===== src/rtl/instr_sequencer.sv =====
// Fetch/decode/execute control FSM for the 8-bit processor: owns PC and IR, drives memory, ALU and register-file strobes.
// Optional bus-timeout watchdog (FAULT state, sticky fault flag) is enabled by defining BUS_TIMEOUT_EN.
module instr_sequencer #(
    parameter logic [7:0] RESET_PC       = 8'h00,
    parameter int         TIMEOUT_CYCLES = 15
) (
    input  logic       clk,
    input  logic       reset,
    input  logic       run,
    input  logic       mem_rdy,
    input  logic [7:0] mem_rdata,
    input  logic [7:0] imm8,
    input  logic       zero_flag,
    output logic [7:0] pc,
    output logic [7:0] ir,
    output logic       isim4,
    output logic       mem_req,
    output logic       mem_we,
    output logic       mem_addr_sel,
    output logic       alu_en,
    output logic       reg_we,
    output logic       wb_sel,
    output logic       halted,
    output logic       fault,
    output logic [2:0] state
);

    typedef enum logic [2:0] {
        IDLE   = 3'd0,
        FETCH  = 3'd1,
        DECODE = 3'd2,
        EXEC   = 3'd3,
        MEM    = 3'd4,
        WB     = 3'd5,
        HALT   = 3'd6,
        FAULT  = 3'd7
    } state_t;

    state_t     state_q, state_d;
    logic [7:0] pc_q, pc_d;
    logic [7:0] ir_q, ir_d;
    logic       run_prev_q, run_prev_d;
    logic [3:0] op;
    logic       is_alu, is_ldi, is_ld, is_st, is_beq, is_jmp, is_halt;
    logic       timeout;

    assign op      = ir_q[7:4];
    assign is_alu  = ~op[3];
    assign is_ldi  = (op == 4'h8);
    assign is_ld   = (op == 4'h9);
    assign is_st   = (op == 4'hA);
    assign is_beq  = (op == 4'hB);
    assign is_jmp  = (op == 4'hC);
    assign is_halt = (op == 4'hF);

    assign run_prev_d = run;

`ifdef BUS_TIMEOUT_EN
    logic [3:0] wait_cnt_q, wait_cnt_d;
    logic       waiting;

    assign waiting = ((state_q == FETCH) || (state_q == MEM)) && !mem_rdy;
    assign timeout = waiting && (wait_cnt_q == 4'(TIMEOUT_CYCLES - 1));

    // Counts consecutive wait cycles of the current memory access only.
    always_comb begin
        wait_cnt_d = wait_cnt_q;
        if (state_d != state_q) begin
            wait_cnt_d = 4'd0;
        end else if (waiting) begin
            wait_cnt_d = wait_cnt_q + 4'd1;
        end
    end

    always_ff @(posedge clk) begin
        if (reset) begin
            wait_cnt_q <= 4'd0;
        end else begin
            wait_cnt_q <= wait_cnt_d;
        end
    end

    assign fault = (state_q == FAULT);
`else
    logic unused_timeout_cfg;

    assign unused_timeout_cfg = ^TIMEOUT_CYCLES;
    assign timeout            = 1'b0;
    assign fault              = 1'b0;
`endif

    always_ff @(posedge clk) begin
        if (reset) begin
            state_q    <= IDLE;
            pc_q       <= RESET_PC;
            ir_q       <= 8'h00;
            run_prev_q <= 1'b0;
        end else begin
            state_q    <= state_d;
            pc_q       <= pc_d;
            ir_q       <= ir_d;
            run_prev_q <= run_prev_d;
        end
    end

    always_comb begin
        state_d = state_q;
        pc_d    = pc_q;
        ir_d    = ir_q;
        case (state_q)
            IDLE: begin
                if (run) state_d = FETCH;
            end
            FETCH: begin
                if (timeout) begin
                    state_d = FAULT;
                end else if (mem_rdy) begin
                    ir_d    = mem_rdata;
                    pc_d    = pc_q + 8'd1;
                    state_d = DECODE;
                end
            end
            DECODE: state_d = EXEC;
            EXEC: begin
                if (is_alu || is_ldi) begin
                    state_d = WB;
                end else if (is_ld || is_st) begin
                    state_d = MEM;
                end else if (is_beq) begin
                    if (zero_flag) pc_d = pc_q + imm8;
                    state_d = FETCH;
                end else if (is_jmp) begin
                    pc_d    = pc_q + imm8;
                    state_d = FETCH;
                end else if (is_halt) begin
                    state_d = HALT;
                end else begin
                    state_d = FETCH;
                end
            end
            MEM: begin
                if (timeout) begin
                    state_d = FAULT;
                end else if (mem_rdy) begin
                    state_d = is_ld ? WB : FETCH;
                end
            end
            WB: state_d = FETCH;
            // Restart needs a fresh rising edge of run, not a level held from before HALT.
            HALT: begin
                if (run && !run_prev_q) state_d = FETCH;
            end
            FAULT: state_d = FAULT;
            default: state_d = IDLE;
        endcase
    end

    always_comb begin
        mem_req      = 1'b0;
        mem_we       = 1'b0;
        mem_addr_sel = 1'b0;
        alu_en       = 1'b0;
        reg_we       = 1'b0;
        wb_sel       = 1'b0;
        halted       = 1'b0;
        isim4        = is_ldi || is_beq || is_jmp;
        case (state_q)
            FETCH: mem_req = 1'b1;
            EXEC:  alu_en  = is_alu || is_ldi;
            MEM: begin
                mem_req      = 1'b1;
                mem_addr_sel = 1'b1;
                mem_we       = is_st;
            end
            WB: begin
                reg_we = 1'b1;
                wb_sel = is_ld;
            end
            HALT:    halted = 1'b1;
            default: begin
                mem_req = 1'b0;
            end
        endcase
    end

    assign pc    = pc_q;
    assign ir    = ir_q;
    assign state = state_q;

endmodule


===== config.mk =====
export PLATFORM = sky130hd
export DESIGN_NAME = instr_sequencer
export DESIGN_NICKNAME = d
export VERILOG_FILES = /design/src/rtl/instr_sequencer.sv
export SDC_FILE = /design/constraint.sdc
export NUM_CORES = 1
export LEC_CHECK = 0
export CAP_MARGIN = 20
export CELL_PAD_IN_SITES_DETAIL_PLACEMENT = 1
export CELL_PAD_IN_SITES_GLOBAL_PLACEMENT = 1
export CORE_UTILIZATION = 30
export CTS_CLUSTER_DIAMETER = 120
export DETAILED_ROUTE_END_ITERATION = 7
export PLACE_DENSITY_LB_ADDON = 0.05
export SETUP_SLACK_MARGIN = 0.15
export SYNTH_ARGS = -nofsm -noshare
export SYNTH_HDL_FRONTEND = slang
export SYNTH_SLANG_ARGS = --single-unit

===== constraint.sdc =====
create_clock -name clk -period 3.8 [get_ports clk]
set_input_delay 1.14 -clock clk [delete_from_list [all_inputs] [get_ports clk]]
set_output_delay 1.14 -clock clk [all_outputs]
set_load 0.005 [all_outputs]

After elaboration in Yosys (flattened, before gate mapping)
Index checks and enable logic that the tools add are counted.

operators by class
  bitwise logic cells = 1
  reduce and logical (&&, ||, !) cells = 12
  equality and inequality tests = 21
  add/subtract/negate cells = 2
  mux-type cells = 25

operators by type and width
  kind                 number
  $mux 8               6
  $mux 3               10
  $eq 4x4->1 const B   6
  $pmux 3 s8           1
  $pmux 8 s2           1
  $eq 3x3->1 const B   4
  $ne 2x2->1 const B   6
  $add 8x1->8 const B  1
  $add 8x8->8          1
  $mux 1               7
  $eq 3x2->1 const B   2
  $ne 3x3->1 const B   2
  $reduce_and 6->1     1
  $logic_or 1x1->1     4
  $reduce_and 4->1     1
  $eq 3x1->1 const B   1
  $logic_not 3->1      1
  $reduce_and 2->1     1
  $reduce_bool 2->1    1
  $reduce_or 2->1      1
  $logic_and 1x1->1    1
  $logic_not 1->1      1
  $not 1->1            1

storage, ports and cells
  logic and storage cells = 65
  output and inout port bits = 28
  register bits after elaboration = 20

Depth between registers and ports, before layout
Gate-level depths: netlist of run 1.

  depth after elaboration = 7
  mapped depth = 11

Least setup slack after synthesis of run 1
OpenSTA, ideal clock, no wires.

  path type = input to register
  from = input imm8[0]
  to = register pc_q[6], in the netlist pc[6]
  data arrival time = 2644 ps
  path slack = 1024 ps
  setup time = 132 ps
  stages = 8
  cells stage by stage = nand2b_1 > ha_1 > fa_1 > a211oi_1 > nor2_1 > and3_1 > o31ai_1 > a21oi_1

on the way
  word-level cells in the longest chain between the ends = 6

RTL lines
  item                              line      text
  from (decl)                       12        input logic [7:0] imm8,
  $add 8x8->8 *                     130, 133
  $mux 8, on equally long branches  132, 130
  $mux 8 *                          129       end else if (is_beq) begin
  $mux 8 *                          127       end else if (is_ld || is_st) begin
  $mux 8 *                          125       if (is_alu || is_ldi) begin
  $pmux 8 s2 *                      110       case (state_q)
  to (signal assigned)              100       pc_q <= pc_d;
  to (decl)                         40        logic [7:0] pc_q, pc_d;

Every way passes the cells marked *; elsewhere a longest branch is shown, timed or not. The select of a mux whose other input is x is not followed.
A chain may end at the register's enable or synchronous reset.

Worst setup path in the final report of run 1
  from = register state_q[1], in the netlist state[1]
  to = output alu_en

on the way
  word-level cells in the longest chain between the ends = 2

RTL lines
  item                    line  text
  from (decl)             39    state_t state_q, state_d;
  from (signal assigned)  99    state_q <= state_d;
  $eq 3x2->1              167   case (state_q)
  $mux 1                  167
  to (decl)               20    output logic alu_en,

No other way between the ends.

==> flow_metrics.py, run 1 <==
metrics = {
    "outcome": {
        "status": "finished clean",
    },
    "floorplanning": {
        "die_w_um": 69.4,
        "core_mm2": 0.00435,
        "die_area_mm2": 0.00482,
        "initial_core_util": 0.313,
        "die_height_um": 69.4,
        "num_rows": 24,
        "io-pin-count": 49,
    },
    "worst_setup_path": {
        "crit_type": "flip-flop to primary output",
        "start_kind": "flip-flop",
        "ff2ff_setup_slack_ps": 850,
        "cp_slowest_cell": "dfxtp_1",
        "cp_num_buf_inv": 1,
        "crit_fanout": 16,
        "arrival_ps": 2090,
        "cp-end-kind": "primary output",
        "cpLargestDelayFamily": "simple AND/OR/NAND/NOR gates",
        "cp.required_ps": 2660,
        "crit_chain": "and3b_2, nor2b_1, clkdlybuf4s50_1",
        "cpPeakStageDelay_ps": 650,
    },
    "clock_tree": {
        "cts_buffer_depth": 2,
        "hold_buffers": 0,
        "cts_resized": 0,
        "post_cts_buffers": 0,
        "cts.sinks": 20,
        "clk_latency_ps": 260,
        "numCtsBuffers": 3,
        "clkTransAtPathRegs_ps": 80,
        "cts.root.buffer_cell": "clkbuf_8",
        "h-tree-depth": 1,
        "cts_tree": "yes",
    },
    "synth": {
        "yosys.area.top_type": "dfxtp_1",
        "avgSynthCellArea_um2": 7.83,
        "yosysUniqueCellTypes": 48,
        "synth_seq_area_share": 0.294,
        "netlist.area_leader.share": 0.294,
        "synth_area_mm2": 0.00136,
        "ys.flop_type": "dfxtp_1",
        "synth_warnings": 0,
        "async_flop_share": 0,
        "ys_top_cells_by_area": "dfxtp_1, nand2_1, a21oi_1",
        "syn_inst": 174,
        "synth_edf_count": 0,
        "ys_ff_latch": 20,
        "synthesis.nets": 203,
    },
    "cells_and_area": {
        "final_cell_mix": "clkdlybuf4s50_1, nand2_1, a21oi_1, dfxtp_1, nor2_1",
        "final_common_cell": "clkdlybuf4s50_1",
        "fillers": 534,
        "antenna_cells": 0,
        "fin_nets": 244,
        "layout.cells.non_filler": 265,
        "syn_to_final_growth_pct": 37.6,
        "utilization": 0.431,
        "drive_gt1_frac": 0.0376,
    },
    "power": {
        "pwr-share-clk": 0.300,
        "power_density_mw_per_mm2": 251,
        "combPwrFrac": 0.203,
        "vdd_drop_max_uv": 196,
        "sequentialPowerShare": 0.497,
        "p_switching_mw": 0.126,
        "design_power_total_mw": 0.472,
        "switching_share": 0.267,
        "leakage_nw": 0.705,
        "p_int_mw": 0.346,
    },
    "min_path": {
        "hold_class": "flip-flop to flip-flop",
    },
    "route": {
        "drcViolationCount": 0,
        "drt_iter0_markers": 27,
        "antenna_left": 0,
        "vias": 1349,
        "vias_per_cell": 5.09,
        "finalWirelength_um": 3800,
        "wire_per_inst_um": 14.4,
        "dr.pass1.iters": 4,
    },
    "place": {
        "dp.cells": 262,
        "place_ws_ps": 404,
        "gp_congestion": 0.764,
        "dp_hpwl_um": 2850,
        "io_buffers": 47,
    },
    "timing": {
        "hold_viol": 0,
        "slew_violations": 0,
        "skew_ps": 5.89,
        "layout_worst_path_cycle_share": 0.851,
        "tightest_slew_ps": 832,
        "slew_headroom": 0.444,
        "clock.fmax_mhz": 309,
        "setup_viol": 0,
        "tns_ps": 0,
        "rsz0062_at_grt": "no",
        "timing.final.ws_setup_ps": 568,
        "min_period_ps": 3230,
    },
    "global_route": {
        "antenna_found_initial": 0,
        "grt_util_all_layers": 0.163,
        "first_global_vias": 1399,
        "gr-total-overflow": 0,
        "grt_pass1_wl_um": 6480,
        "grt_max_degree": 22,
    },
    "job": {
        "drv_cap": 0,
    },
}
## layer usage
layer / vias up / wire length (µm) / GRT usage
met2: 34 / 1740 / 0.279
met1: 624 / 1820 / 0.204
met5: - / 0 / 0
met3: 4 / 221 / 0.0494
li1: 687 / - / -
met4: 0 / 21 / 0.0272
## worst paths after layout
path / start / depth (start not counted) / to
worst min register to register: ir[0] / 2 / ir[0]
worst max-delay path: state[1] / 3 / alu_en
worst max register to register: state[1] / 9 / pc[6]
worst min-delay path: ir[0] / 2 / ir[0]
## cells by family after synthesis
family,synth area share
flops,0.294
compound gates,0.222
xor+xnor,0.0386
other cells,0.00275
simple gates,0.281
mux,0.0220
buf+inv,0.0606
fa+ha+maj,0.0790
## sequential cells by signal (all words and copies together), names as in the netlist
name / cells
run_prev_q: 1
pc: 8
ir: 8
state: 3
## area by class of cell
type | count | area [µm²] | share of cell area
repair buffers | 47 | 470 | 0.251
multi-input cells | 138 | 880 | 0.469
inverters | 5 | 18.8 | 0.0100
clock buffers | 3 | 41.3 | 0.0220
well taps | 52 | 65.1 | 0.0347
flip-flops and latches | 20 | 400 | 0.213
## tightest hold or removal path, cell delays in order, from the launching register on
cell	delay (ps)
dfxtp_1	320
nand2_1	50
a21oi_1	50
## through the flow
step	area (µm²)	hold slack, ps
floorplan	1360	453
global placement	1830	443
detailed placement	1830	452
CTS	1880	466
global route	1880	489
finish	1880	466
## cell usage after synthesis, types with 2 or more instances
cell type / instances
a211oi_1: 3
a21o_1: 2
a21oi_1: 20
a221o_1: 2
and2_1: 6
and3_1: 2
buf_2: 3
buf_6: 2
clkbuf_1: 5
dfxtp_1: 20
ha_1: 7
inv_1: 5
mux2i_1: 3
nand2_1: 30
nand2b_1: 5
nor2_1: 13
nor2b_1: 3
nor3b_1: 2
nor4_1: 2
o21a_1: 2
o21ai_0: 4
o31ai_1: 3
xnor2_1: 5
## power groups by stage
stage,Clock [mW],Sequential (mW),Combinational [mW]
finish,0.141,0.234,0.0958
global route,0.159,0.237,0.105
CTS,0.147,0.234,0.0976
detailed placement,0,0.239,0.0970
global placement,0,0.238,0.0940
floorplan,0,0.230,0.0547
(Power assumes the default switching activity.)
==> run 2, diff against run 1 <==
Settings changed: CTS_CLUSTER_DIAMETER 120 to unset.
==> results of run 2 <==
Final layout, timing and power as in run 1 (identical DEF).
